<file path="src/rtl/clk_gate_hyst_ctrl_if.sv">
// Request/config/status bundle for the hysteretic clock-gate controller.
// The controller drives the slave side; the requester drives the master side.
interface clk_gate_hyst_ctrl_if #(
   parameter int NCH    = 4,
   parameter int HYST_W = 4
);
   logic [NCH-1:0]    ch_busy;
   logic [HYST_W-1:0] hyst_cfg;
   logic              pad_yy_test_en;
   logic [NCH-1:0]    gclk;
   logic [NCH-1:0]    ch_gated;

   modport master (
      output ch_busy,
      output hyst_cfg,
      output pad_yy_test_en,
      input  gclk,
      input  ch_gated
   );

   modport slave (
      input  ch_busy,
      input  hyst_cfg,
      input  pad_yy_test_en,
      output gclk,
      output ch_gated
   );
endinterface

</file>
<file path="src/rtl/clk_gate_hyst_ctrl.sv">
// Per-channel clock gating with idle hysteresis; wake latency one cycle, gate after hyst_cfg idle cycles.
// No backpressure: ch_busy is a level request. Macro CLK_GATE_HYST_EN compiles in the COUNT state and counters.
module clk_gate_hyst_ctrl #(
   parameter int NCH    = 4,
   parameter int HYST_W = 4
) (
   input  logic                 forever_cpuclk,
   input  logic                 cpurst_b,
   clk_gate_hyst_ctrl_if.slave  bus
);

   typedef enum logic [1:0] {
      RUN   = 2'd0,
      COUNT = 2'd1,
      GATED = 2'd2
   } state_t;

   state_t         state_q [NCH];
   state_t         state_d [NCH];
   logic [NCH-1:0] en_q;
   logic [NCH-1:0] en_d;
   logic [NCH-1:0] latch_en;
   logic [NCH-1:0] gated;

`ifdef CLK_GATE_HYST_EN
   logic [HYST_W-1:0] cnt_q [NCH];
   logic [HYST_W-1:0] cnt_d [NCH];
`else
   logic hyst_cfg_unused;
   assign hyst_cfg_unused = ^bus.hyst_cfg;
`endif

   always_ff @(posedge forever_cpuclk or negedge cpurst_b) begin
      if (!cpurst_b) begin
         for (int i = 0; i < NCH; i++) begin
            state_q[i] <= RUN;
`ifdef CLK_GATE_HYST_EN
            cnt_q[i]   <= '0;
`endif
         end
         en_q <= '1;
      end else begin
         for (int i = 0; i < NCH; i++) begin
            state_q[i] <= state_d[i];
`ifdef CLK_GATE_HYST_EN
            cnt_q[i]   <= cnt_d[i];
`endif
         end
         en_q <= en_d;
      end
   end

   always_comb begin
      en_d  = '1;
      gated = '0;
      for (int i = 0; i < NCH; i++) begin
         state_d[i] = state_q[i];
`ifdef CLK_GATE_HYST_EN
         cnt_d[i]   = cnt_q[i];
`endif
         case (state_q[i])
            RUN: begin
               if (!bus.ch_busy[i]) begin
`ifdef CLK_GATE_HYST_EN
                  // hyst_cfg is captured only here, so later config writes cannot stretch a running count
                  if (bus.hyst_cfg != '0) begin
                     state_d[i] = COUNT;
                     cnt_d[i]   = bus.hyst_cfg;
                  end else begin
                     state_d[i] = GATED;
                  end
`else
                  state_d[i] = GATED;
`endif
               end
            end
            COUNT: begin
`ifdef CLK_GATE_HYST_EN
               if (bus.ch_busy[i]) begin
                  state_d[i] = RUN;
                  cnt_d[i]   = '0;
               end else begin
                  cnt_d[i] = cnt_q[i] - HYST_W'(1);
                  if (cnt_q[i] == HYST_W'(1)) begin
                     state_d[i] = GATED;
                  end
               end
`else
               state_d[i] = RUN;
`endif
            end
            GATED: begin
               if (bus.ch_busy[i]) begin
                  state_d[i] = RUN;
               end
            end
            default: begin
               state_d[i] = RUN;
            end
         endcase
         en_d[i]  = (state_d[i] != GATED);
         gated[i] = (state_q[i] == GATED);
      end
   end

   // Enable only changes while the clock is low, so the AND below never chops a high phase.
   always_latch begin
      if (!forever_cpuclk) begin
         latch_en <= en_q;
      end
   end

   assign bus.gclk     = {NCH{forever_cpuclk}} & (latch_en | {NCH{bus.pad_yy_test_en}});
   assign bus.ch_gated = gated;

endmodule

</file>
<file path="src/flat_wrapper.sv">
// flat-port wrapper written by rule: the top's interface ports become plain ports
module clk_gate_hyst_ctrl_flat 
#(
   parameter int NCH    = 4,
   parameter int HYST_W = 4
)
  (forever_cpuclk, cpurst_b, bus_ch_busy, bus_hyst_cfg, bus_pad_yy_test_en, bus_gclk, bus_ch_gated);
  clk_gate_hyst_ctrl_if #(.NCH(NCH), .HYST_W(HYST_W)) bus_i ();
  input  logic forever_cpuclk;
  input  logic cpurst_b;
  input wire logic [$bits(bus_i.ch_busy)-1:0] bus_ch_busy;
  input wire logic [$bits(bus_i.hyst_cfg)-1:0] bus_hyst_cfg;
  input wire logic [$bits(bus_i.pad_yy_test_en)-1:0] bus_pad_yy_test_en;
  output wire logic [$bits(bus_i.gclk)-1:0] bus_gclk;
  output wire logic [$bits(bus_i.ch_gated)-1:0] bus_ch_gated;
  assign bus_i.ch_busy = bus_ch_busy;
  assign bus_i.hyst_cfg = bus_hyst_cfg;
  assign bus_i.pad_yy_test_en = bus_pad_yy_test_en;
  assign bus_gclk = bus_i.gclk;
  assign bus_ch_gated = bus_i.ch_gated;
  clk_gate_hyst_ctrl #(.NCH(NCH), .HYST_W(HYST_W)) u_core (.forever_cpuclk(forever_cpuclk), .cpurst_b(cpurst_b), .bus(bus_i));
endmodule
</file>
<file path="config.mk">
export PLATFORM = sky130hd
export DESIGN_NAME = clk_gate_hyst_ctrl_flat
export DESIGN_NICKNAME = d
export VERILOG_FILES = /design/src/rtl/clk_gate_hyst_ctrl_if.sv /design/src/rtl/clk_gate_hyst_ctrl.sv /design/src/flat_wrapper.sv
export SDC_FILE = /design/constraint.sdc
export NUM_CORES = 1
export LEC_CHECK = 0
export ABC_AREA = 1
export BUFFER_PORTS_ARGS = -buffer_cell sky130_fd_sc_hd__buf_2
export CAP_MARGIN = 25
export CORE_UTILIZATION = 30
export DETAILED_ROUTE_END_ITERATION = 10
export GPL_ROUTABILITY_DRIVEN = 0
export GPL_TIMING_DRIVEN = 0
export SLEW_MARGIN = 25
export SYNTH_ARGS = -nofsm -noshare
export SYNTH_HDL_FRONTEND = slang
export SYNTH_SLANG_ARGS = --single-unit
export TNS_END_PERCENT = 1
</file>
<file path="constraint.sdc">
create_clock -name forever_cpuclk -period 0.95 [get_ports forever_cpuclk]
set_input_delay 0.1425 -clock forever_cpuclk [delete_from_list [all_inputs] [get_ports forever_cpuclk]]
set_output_delay 0.1425 -clock forever_cpuclk [all_outputs]
set_load 0.01 [all_outputs]
</file>
==> results of run 1 <==
## power by group through the flow
stage	clock, W	sequential (W)	combinational [W]
final	0.000821	0.000678	0.0000688
after global routing	0.000961	0.000681	0.0000800
after CTS	0.000852	0.000678	0.0000701
after detailed placement	0.000373	0.000691	0.0000536
after global placement	0.000373	0.000690	0.0000528
after floorplan	0.000248	0.000689	0.0000226
## cell type report
class / instances / area (µm²)
Tap cell: 15 / 18.8
Inverter: 8 / 30.0
Clock inverter: 4 / 15.0
Sequential cell: 16 / 367
Fill cell: 143 / 704
Clock buffer: 8 / 46.3
Multi-Input combinational cell: 20 / 85.1
Timing Repair Buffer: 15 / 100
## how the worst max path moves through the flow
stage | endpoint | cells past startpoint | slack, ns | start
after detailed placement | bus_gclk[1] | 3 | -0.29 | u_core.latch_en[1]$_DLATCH_N_
final | bus_gclk[1] | 3 | -0.59 | u_core.latch_en[1]$_DLATCH_N_
after floorplan | bus_gclk[2] | 2 | -0.22 | u_core.latch_en[2]$_DLATCH_N_
after global placement | bus_gclk[3] | 3 | -0.28 | u_core.latch_en[3]$_DLATCH_N_
after global routing | bus_gclk[2] | 3 | -0.66 | u_core.latch_en[2]$_DLATCH_N_
after CTS | bus_gclk[1] | 3 | -0.60 | u_core.latch_en[1]$_DLATCH_N_
## state kept, by name (all words and copies together), names as in the netlist
register	flops
u_core.en_q	4
u_core.state_q	8
u_core.latch_en	4
## synthesized netlist by cell type, drive strengths merged
| library cell | count |
|---|---|
| conb | 1 |
| inv | 9 |
| nor2 | 16 |
| dfrtp | 8 |
| dlxtn | 4 |
| dfstp | 4 |
## routing by layer
layer	part of all wire	vias to the layer above	wire, µm	GRT usage
li1	-	171	-	-
met1	0.46	131	297	0.123
met2	0.47	10	305	0.148
met3	0.072	0	47	0.0978
met4	0	0	0	0.0645
met5	0	-	0	0
## what timing repair did
action / in CTS / in global routing
resized for setup: 0 / 1
endpoints found under the setup margin: 12 / 12
hold buffers: 5 / 0
hold endpoints to repair: 16 / 0
pin swaps: 11 / 2
## cell families (layout without fill, tap and decap cells)
family	after synthesis	after routing	share of synthesized area
simple gates	16	16	0.130
flops	12	12	0.659
buf+inv	9	35	0.0730
other cells	1	4	0.00810
latches	4	4	0.130
## per-stage QoR
| step | utilization | total power (W) |
|---|---|---|
| global placement | 0.419 | 0.00112 |
| detailed placement | 0.419 | 0.00112 |
| finish | 0.484 | 0.00157 |
| floorplan | - | 0.000960 |
| global route | 0.484 | 0.00172 |
| CTS | 0.484 | 0.00160 |
==> impl_results.md, run 1 <==
* Via-per-instance ratio at 3.63
* Critical path capture point type: output port
* Vias in the first global route at slightly below 300
* Site Rows at 13
* Number of design rule violations left after detail routing at 0
* First-pass GRT wire length at roughly 1100 µm
* Leading cell type in the layout, fill and taps excluded: sky130_fd_sc_hd__buf_2
* Area contributors post-synth: sky130_fd_sc_hd__dfrtp_1 (43%), sky130_fd_sc_hd__dfstp_2 (23%), sky130_fd_sc_hd__dlxtn_1 (13%)
* Post-detail-place hpwl at about 430 µm
* Post-Place Worst Slack at -0.288 ns
* Top library cells by usage in the layout, fill and taps aside: sky130_fd_sc_hd__buf_2 (14), sky130_fd_sc_hd__inv_1 (12), sky130_fd_sc_hd__nor2_1 (12)
* Final slew viol count at 0
* Category of cells accounting for the largest share of critical-path delay: latches
* Start-to-end type of the worst setup path: latch to output port
* Post-Route Skew at about 0.0018 ns
* Req. time, crit path at between 0.8 and 0.9 ns
* Worst IR Drop VDD at 1.51 mV
* Run status: finished, violations left
* Maximum number of pins on one net before global-route repair at 13
* Leakage dissipation at 0.358 nW
* Post-CTS Setup Bufs at 0
* Iteration-0 DRC Markers at 1
* Number of cells in the finished layout apart from fillers at 86
* Hold slack final at ~0.25 ns
* Remaining antenna violation count after routing at 0
* Critical Path Fanout Max at 1
* Mapped Area at approximately 460 µm²
* Cell chain of the critical path: nor2_1 > nor2_2 > buf_2
* Switching Power at 0.000501 W
* Post-detailed-placement cell area at 573 µm²
* Clock tree from TritonCTS: done
* Average instance area after synthesis at 11.0 µm²
* Final Net Count at a little over 80
* Crit Reg-Reg Startpoint: u_core.en_q[1]$_DFF_PN1_
* Unrepaired setup endpoints after global routing: true
* Starting utilization of the core area at 0.339
* Cells after Synth at 42
* Ant diodes at 0
* Die boundary width at 41.3 µm
* Reg-to-reg critical path endpoint: u_core.latch_en[1]$_DLATCH_N_
* Portion of total power attributed to combinational logic at 0.044
* Layout Area Growth over Synthesis at 43.0%
* Die outline area at roughly 0.0017 mm²
* Clock transition at the registers of the reported paths at 0.10 ns
* Final instance area at approximately 660 µm²
* Synth Warn # at 0
* Antenna violations before repair at 0
* Endpoints failing setup at 12
* Worst skew pair latency at 0.28 ns
* Type of the tightest min-delay check: input port to asynchronous set/reset pin
* Synth Register Bits at 16
* Max incr delay on CP at 0.41 ns
* Total via count after detailed routing at 312
* R2r setup slk at 0 ns
* Number of endpoints with negative hold slack in the final report at 0
* Placeable core region at between 0.001 and 0.0015 mm²
* Grt total ovfl at 0
* Reg power frac at 0.432
* Switching Fraction at 0.319
* CP Launch Type: latch
* Max_cap viols at 0
* Clk pwr share at 0.524
* Final critical-path setup slack at -0.592 ns
* Pre-antenna DRT Iters at 4
* Total Routing Usage GR at 0.114
* Avg WL per Cell at around 7.6 µm
* Die Y at about 41 µm
* Post-Place Cells at 74
* Power per standard cell area at between 2000 and 2500 mW/mm²
* Most area-hungry cell type in the Yosys netlist: sky130_fd_sc_hd__dfrtp_1
* Path depth of the worst reg2reg path at 0
* Cell-internal power at between 0.001 and 0.0015 W
* Clock root buffer master: sky130_fd_sc_hd__clkbuf_4
* Clock Path Buffers at 2
* Detailed Route WL at around 650 µm
* Total clock buffers created by CTS at 3
* Layout cells sized above 1 at 0.366
* Boundary pin count at 19
* Number of unique standard cell types used by synthesis at 6
* Signal arrival time at the worst endpoint at roughly 1.4 ns
* Critical-path cell with the highest stage delay: sky130_fd_sc_hd__dlxtn_1
* Violations in the final reports: negative setup slack
* Worst path bufs/invs at 1
* Area share of the leading cell type in the synthesized netlist at 0.432
* Number of H-tree levels at 1
* Final setup TNS at -2.66 ns
* Quantity of I/O buffers inserted on ports at 14
Power figures use the tool's default switching activity.
==> inputs of run 2 (changes only) <==
Settings changed: SKIP_LAST_GASP set to 1.
==> run 2 against run 1 <==
  * The flow still finishes with violations (negative setup slack)
  * Core utilization unchanged
  * Routed wire length shrank 0.31%
  * Clock skew up 0.00066 ns
  * First-iteration DRC count did not move
  * Highest routed layer unchanged
  * Register-to-register slack about the same
  * Critical path type unchanged
  * Sequential power barely moved
  * Global-route usage is 0.11 points lower
  * Worst setup slack better by 0.0049 ns
  * Design area unchanged
  * Power shrank 0.13%
  * Count of clock-buffer cells in the layout unchanged
==> impl_results.md, run 2 (synthesis results as in run 1) <==
* First-pass GRT wire length at approximately 1100 µm
* Met3 routed wirelength at roughly 44 µm
* Max_cap viols at 0
* Starting utilization of the core area at 0.339
* Final slew viol count at 0
* Req. time, crit path at about 0.81 ns
* Placeable core region at approximately 0.0014 mm²
* Leading cell type in the layout, fill and taps excluded: sky130_fd_sc_hd__buf_2
* Post-detail-place hpwl at 434 µm
* Unrepaired setup endpoints after global routing: true
* Uppermost metal layer occupied by signal nets: met3
* Detailed Route WL at between 600 and 700 µm
* Die boundary width at roughly 41 µm
* Violations in the final reports: negative setup slack
* Ant diodes at 0
* Total clock buffers created by CTS at 3
* Number of design rule violations left after detail routing at 0
* Number of endpoints with negative hold slack in the final report at 0
* Clock tree from TritonCTS: done
* Critical Path Fanout Max at 1
* Worst IR Drop VDD at approximately 1.5 mV
* Remaining antenna violation count after routing at 0
* Iteration-0 DRC Markers at 1
* Grt total ovfl at 0
* Hold slack final at roughly 0.25 ns
* Leading registers by flop count: u_core.state_q: 8 flops, u_core.en_q: 4 flops, u_core.latch_en: 4 flops
* Run status: finished, violations left
* Sequential cell area at 367 µm²
* Area of the multi-input gates at approximately 85 µm²
* Register with the most flip-flops: u_core.state_q
* Length of routed wiring on met1 at between 200 and 300 µm
* Top library cells by usage in the layout, fill and taps aside: sky130_fd_sc_hd__buf_2 (14), sky130_fd_sc_hd__inv_1 (12), sky130_fd_sc_hd__nor2_1 (12)
* Worst skew pair latency at between 0.2 and 0.3 ns
* Clock transition at the registers of the reported paths at 0.10 ns
* Total via count after detailed routing at between 300 and 400
* Design Power at ~0.0016 W
* Signal arrival time at the worst endpoint at between 1 and 1.5 ns
* Layout Area Growth over Synthesis at 43.0%
* Post-Route Skew at around 0.0024 ns
* Core utilization of the finished layout at 0.484
* Number of H-tree levels at 1
* Site Rows at 13
* Final instance area at about 660 µm²
* Post-detailed-placement cell area at between 500 and 600 µm²
* Clock root buffer master: sky130_fd_sc_hd__clkbuf_4
* Die Y at 41.3 µm
* Total Routing Usage GR at 0.112
* Critical path capture point type: output port
* Type of the tightest min-delay check: input port to asynchronous set/reset pin
* Avg WL per Cell at 7.53 µm
* Post-CTS Setup Bufs at 0
* Layout cells sized above 1 at 0.366
* Endpoints failing setup at 12
* Fill cell instance count of the final layout at ~140
* Clock Path Buffers at 2
* Boundary pin count at 19
* Die outline area at 0.00170 mm²
* Start-to-end type of the worst setup path: latch to output port
* Final Net Count at 83
* Maximum number of pins on one net before global-route repair at 13
* Leakage dissipation at approximately 0.36 nW
* Vias in the first global route at a little under 300
* Antenna violations before repair at 0
* Power per standard cell area at 2370 mW/mm²
* Via-per-instance ratio at roughly 3.7
* CP Launch Type: latch
* Sum of met2 wire segment lengths after detailed routing at roughly 310 µm
* Pre-antenna DRT Iters at 2
* Final critical-path setup slack at -0.587 ns
* Number of flip-flops in the largest register at 8
* Quantity of I/O buffers inserted on ports at 14
## run 2: where the power goes
| part | switching (W) | internal [W] | total, W |
|---|---|---|---|
| combinational | 0.0000349 | 0.0000335 | 0.0000684 |
| clock | 0.000454 | 0.000366 | 0.000820 |
| sequential | 0.0000101 | 0.000667 | 0.000678 |
| total | 0.000499 | 0.00107 | 0.00157 |
## run 2: worst max-delay path, cell delays in order, from the launching register on
cell and delay (ns):
sky130_fd_sc_hd__dlxtn_1 0.41, sky130_fd_sc_hd__nor2_1 0.05, sky130_fd_sc_hd__nor2_2 0.06, sky130_fd_sc_hd__buf_2 0.12
## run 2: final timing paths
| kind | startpoint | to | slack (ns) | cells after the start |
|---|---|---|---|---|
| setup / recovery | u_core.latch_en[1]$_DLATCH_N_ | bus_gclk[1] | -0.59 | 3 |
| hold / removal | cpurst_b | u_core.state_q[0]$_DFF_PN0_ | 0.25 | 2 |
| setup reg to reg | u_core.en_q[1]$_DFF_PN1_ | u_core.latch_en[1]$_DLATCH_N_ | 0 | 0 |
| hold reg to reg | u_core.state_q[4]$_DFF_PN0_ | u_core.state_q[5]$_DFF_PN0_ | 0.44 | 1 |
| max in group asynchronous | cpurst_b | u_core.en_q[1]$_DFF_PN1_ | 0.44 | 2 |
| min in group forever_cpuclk | u_core.state_q[4]$_DFF_PN0_ | u_core.state_q[5]$_DFF_PN0_ | 0.44 | 1 |
## run 2: per-layer routing
metal	vias to the layer above	global-route usage
li1	171	-
met2	8	0.148
met3	0	0.0978
met4	0	0.0645
met5	-	0
met1	135	0.120
## run 2: final cells by class
class,instances,area share
Clock inverter,4,0.0227
Sequential cell,16,0.554
Inverter,8,0.0454
Clock buffer,8,0.0699
Timing Repair Buffer,15,0.151
Multi-Input combinational cell,20,0.129
Tap cell,15,0.0284
## run 2: timing repair
action,CTS,global route
gates cloned,0,0
pin swaps,7,0
endpoints found under the hold margin,16,0
endpoints found under the setup margin,12,12
gates resized for setup,0,1
hold buffers,5,0
## run 2: metrics by stage
stage               instances  setup TNS, ns  setup WS (ns)
finish                     86          -2.68         -0.587
global placement           74          -1.13         -0.283
floorplan                  45         -0.858         -0.218
detailed placement         74          -1.14         -0.288
global route               86          -3.29         -0.663
CTS                        86          -2.83         -0.602
==> inputs of run 3 (changes only) <==
Settings changed: CORE_AREA set to 2 2 39 41, CORE_UTILIZATION 30 to unset, CTS_BUF_LIST set to sky130_fd_sc_hd__clkbuf_4 sky130_fd_sc_hd__clkbuf_8, DIE_AREA set to 0 0 41 43.
==> run 3 against run 2 <==
  * The flow still finishes with violations (negative setup slack)
  * Die area up 3.5%
  * Non-clock buffer count is the same
  * Critical path depth did not move
  * Design area decreased by 0.38%
  * Combinational power increased by 1%
  * Core utilization decreased by 0.79 points
  * Clock power shrank 1%
  * Global-route usage is 0.96 points lower
  * Clock skew shrank 0.0020 ns
  * First-iteration DRC count fell by 100%
  * Critical endpoint unchanged
==> impl_results.md, run 3 (synthesis results as in run 1) <==
* Site Rows at 14
* Worst skew pair latency at between 0.2 and 0.3 ns
* Layout cells sized above 1 at 0.371
* Signal arrival time at the worst endpoint at 1.39 ns
* Die boundary width at between 40 and 50 µm
* Final instance area at approximately 660 µm²
* Placeable core region at 0.00138 mm²
* Power per standard cell area at around 2400 mW/mm²
* Endpoints failing setup at 12
* Maximum number of pins on one net before global-route repair at 13
* Pre-antenna DRT Iters at 1
* Leakage dissipation at approximately 0.36 nW
* Avg WL per Cell at between 8 and 9 µm
* Layout Area Growth over Synthesis at 42.4%
* Critical Path Fanout Max at 1
* Post-Route Skew at 0.000377 ns
* Quantity of I/O buffers inserted on ports at 14
* Reg power frac at 0.436
* Final setup TNS at -2.72 ns
* Clock transition at the registers of the reported paths at about 0.1 ns
* Antenna violations before repair at 0
* Vias in the first global route at 300
* Portion of total power attributed to combinational logic at 0.045
* Req. time, crit path at roughly 0.81 ns
* Clock tree from TritonCTS: done
* Starting utilization of the core area at 0.335
* Total via count after detailed routing at between 300 and 400
* Run status: finished, violations left
* Critical-path cell with the highest stage delay: sky130_fd_sc_hd__dlxtn_1
* Design Power at between 0.0015 and 0.002 W
* Leading registers by flop count: u_core.state_q: 8 flops, u_core.en_q: 4 flops, u_core.latch_en: 4 flops
* Max incr delay on CP at roughly 0.40 ns
* Number of H-tree levels at 1
* Category of cells accounting for the largest share of critical-path delay: latches
* Remaining antenna violation count after routing at 0
* Post-detail-place hpwl at approximately 440 µm
* First-pass GRT wire length at ~1100 µm
* Top library cells by usage in the layout, fill and taps aside: sky130_fd_sc_hd__buf_2 (14), sky130_fd_sc_hd__inv_1 (12), sky130_fd_sc_hd__nor2_1 (12)
* Crit Reg-Reg Startpoint: u_core.en_q[0]$_DFF_PN1_
* Die outline area at ~0.0018 mm²
* CP Launch Type: latch
* Switching Power at approximately 0.00050 W
* Clk pwr share at 0.520
* Max_cap viols at 0
* Critical path capture point type: output port
* Cell chain of the critical path: nor2_1 > nor2_2 > buf_2
* Worst IR Drop VDD at between 0.7 and 0.8 mV
* Register with the most flip-flops: u_core.state_q
* Post-Place Worst Slack at -0.287 ns
* Detailed Route WL at just over 700 µm
* Start-to-end type of the worst setup path: latch to output port
* Via-per-instance ratio at approximately 3.8
* Leading cell type in the layout, fill and taps excluded: sky130_fd_sc_hd__buf_2
* Post-CTS Setup Bufs at 0
* Post-detailed-placement cell area at 574 µm²
* Total Routing Usage GR at 0.103
* Clock Path Buffers at 2
* Number of endpoints with negative hold slack in the final report at 0
* Ant diodes at 0
* Crit path launch: u_core.latch_en[1]$_DLATCH_N_
* Final slew viol count at 0
* Grt total ovfl at 0
* Worst path bufs/invs at 1
* Clock root buffer master: sky130_fd_sc_hd__clkbuf_4
* Violations in the final reports: negative setup slack
* Number of flip-flops in the largest register at 8
* Cell-internal power at about 0.0011 W
* Number of design rule violations left after detail routing at 0
* Final Net Count at 83
* Switching Fraction at 0.324
* Iteration-0 DRC Markers at 0
* Total clock buffers created by CTS at 3
* Die Y at around 43 µm
* Type of the tightest min-delay check: input port to asynchronous set/reset pin
* Unrepaired setup endpoints after global routing: true
* Boundary pin count at 19
* Final critical-path setup slack at -0.583 ns
run 3: worst paths after layout:
check	endpoint	slack, ns	cells after the start
setup / recovery	bus_gclk[1]	-0.58	3
hold / removal	u_core.state_q[2]$_DFF_PN0_	0.25	2
setup reg to reg	u_core.latch_en[0]$_DLATCH_N_	0	0
hold reg to reg	u_core.state_q[1]$_DFF_PN0_	0.45	1
max in group asynchronous	u_core.en_q[1]$_DFF_PN1_	0.43	2
min in group forever_cpuclk	u_core.state_q[1]$_DFF_PN0_	0.45	1
run 3: area by class of cell:
| type | count | area, µm² |
|---|---|---|
| Clock buffer | 7 | 42.5 |
| Fill cell | 128 | 724 |
| Timing Repair Buffer | 15 | 100 |
| Inverter | 8 | 30.0 |
| Clock inverter | 4 | 15.0 |
| Sequential cell | 16 | 367 |
| Multi-Input combinational cell | 20 | 85.1 |
| Tap cell | 16 | 20.0 |
run 3: per-layer routing:
metal | up-vias | global-route usage | wire length, µm
met3 | 2 | 0.0314 | 28
met4 | 0 | 0.147 | 19
met2 | 7 | 0.116 | 367
met1 | 153 | 0.122 | 298
met5 | - | 0 | 0
li1 | 168 | - | -
run 3: power groups by stage:
stage	registers [W]	logic, W	clock network (W)
2_1_floorplan	0.000689	0.0000226	0.000248
3_3_place_gp	0.000690	0.0000528	0.000373
3_5_place_dp	0.000691	0.0000539	0.000373
4_1_cts	0.000678	0.0000703	0.000835
5_1_grt	0.000681	0.0000795	0.000937
6_report	0.000678	0.0000693	0.000808
run 3: repair_timing:
action	4_1_cts	5_1_grt
pin swaps	6	0
gates resized for setup	0	1
hold buffers	5	0
setup endpoints to repair	12	12
endpoints found under the hold margin	16	0
run 3: through the flow:
stage          std cells   util  hold slack (ns)
3_5_place_dp          75  0.415           0.0302
3_3_place_gp          75  0.415           0.0243
4_1_cts               86  0.476            0.240
6_report              86  0.476            0.253
5_1_grt               86  0.476            0.260
2_1_floorplan         45      -           -0.153
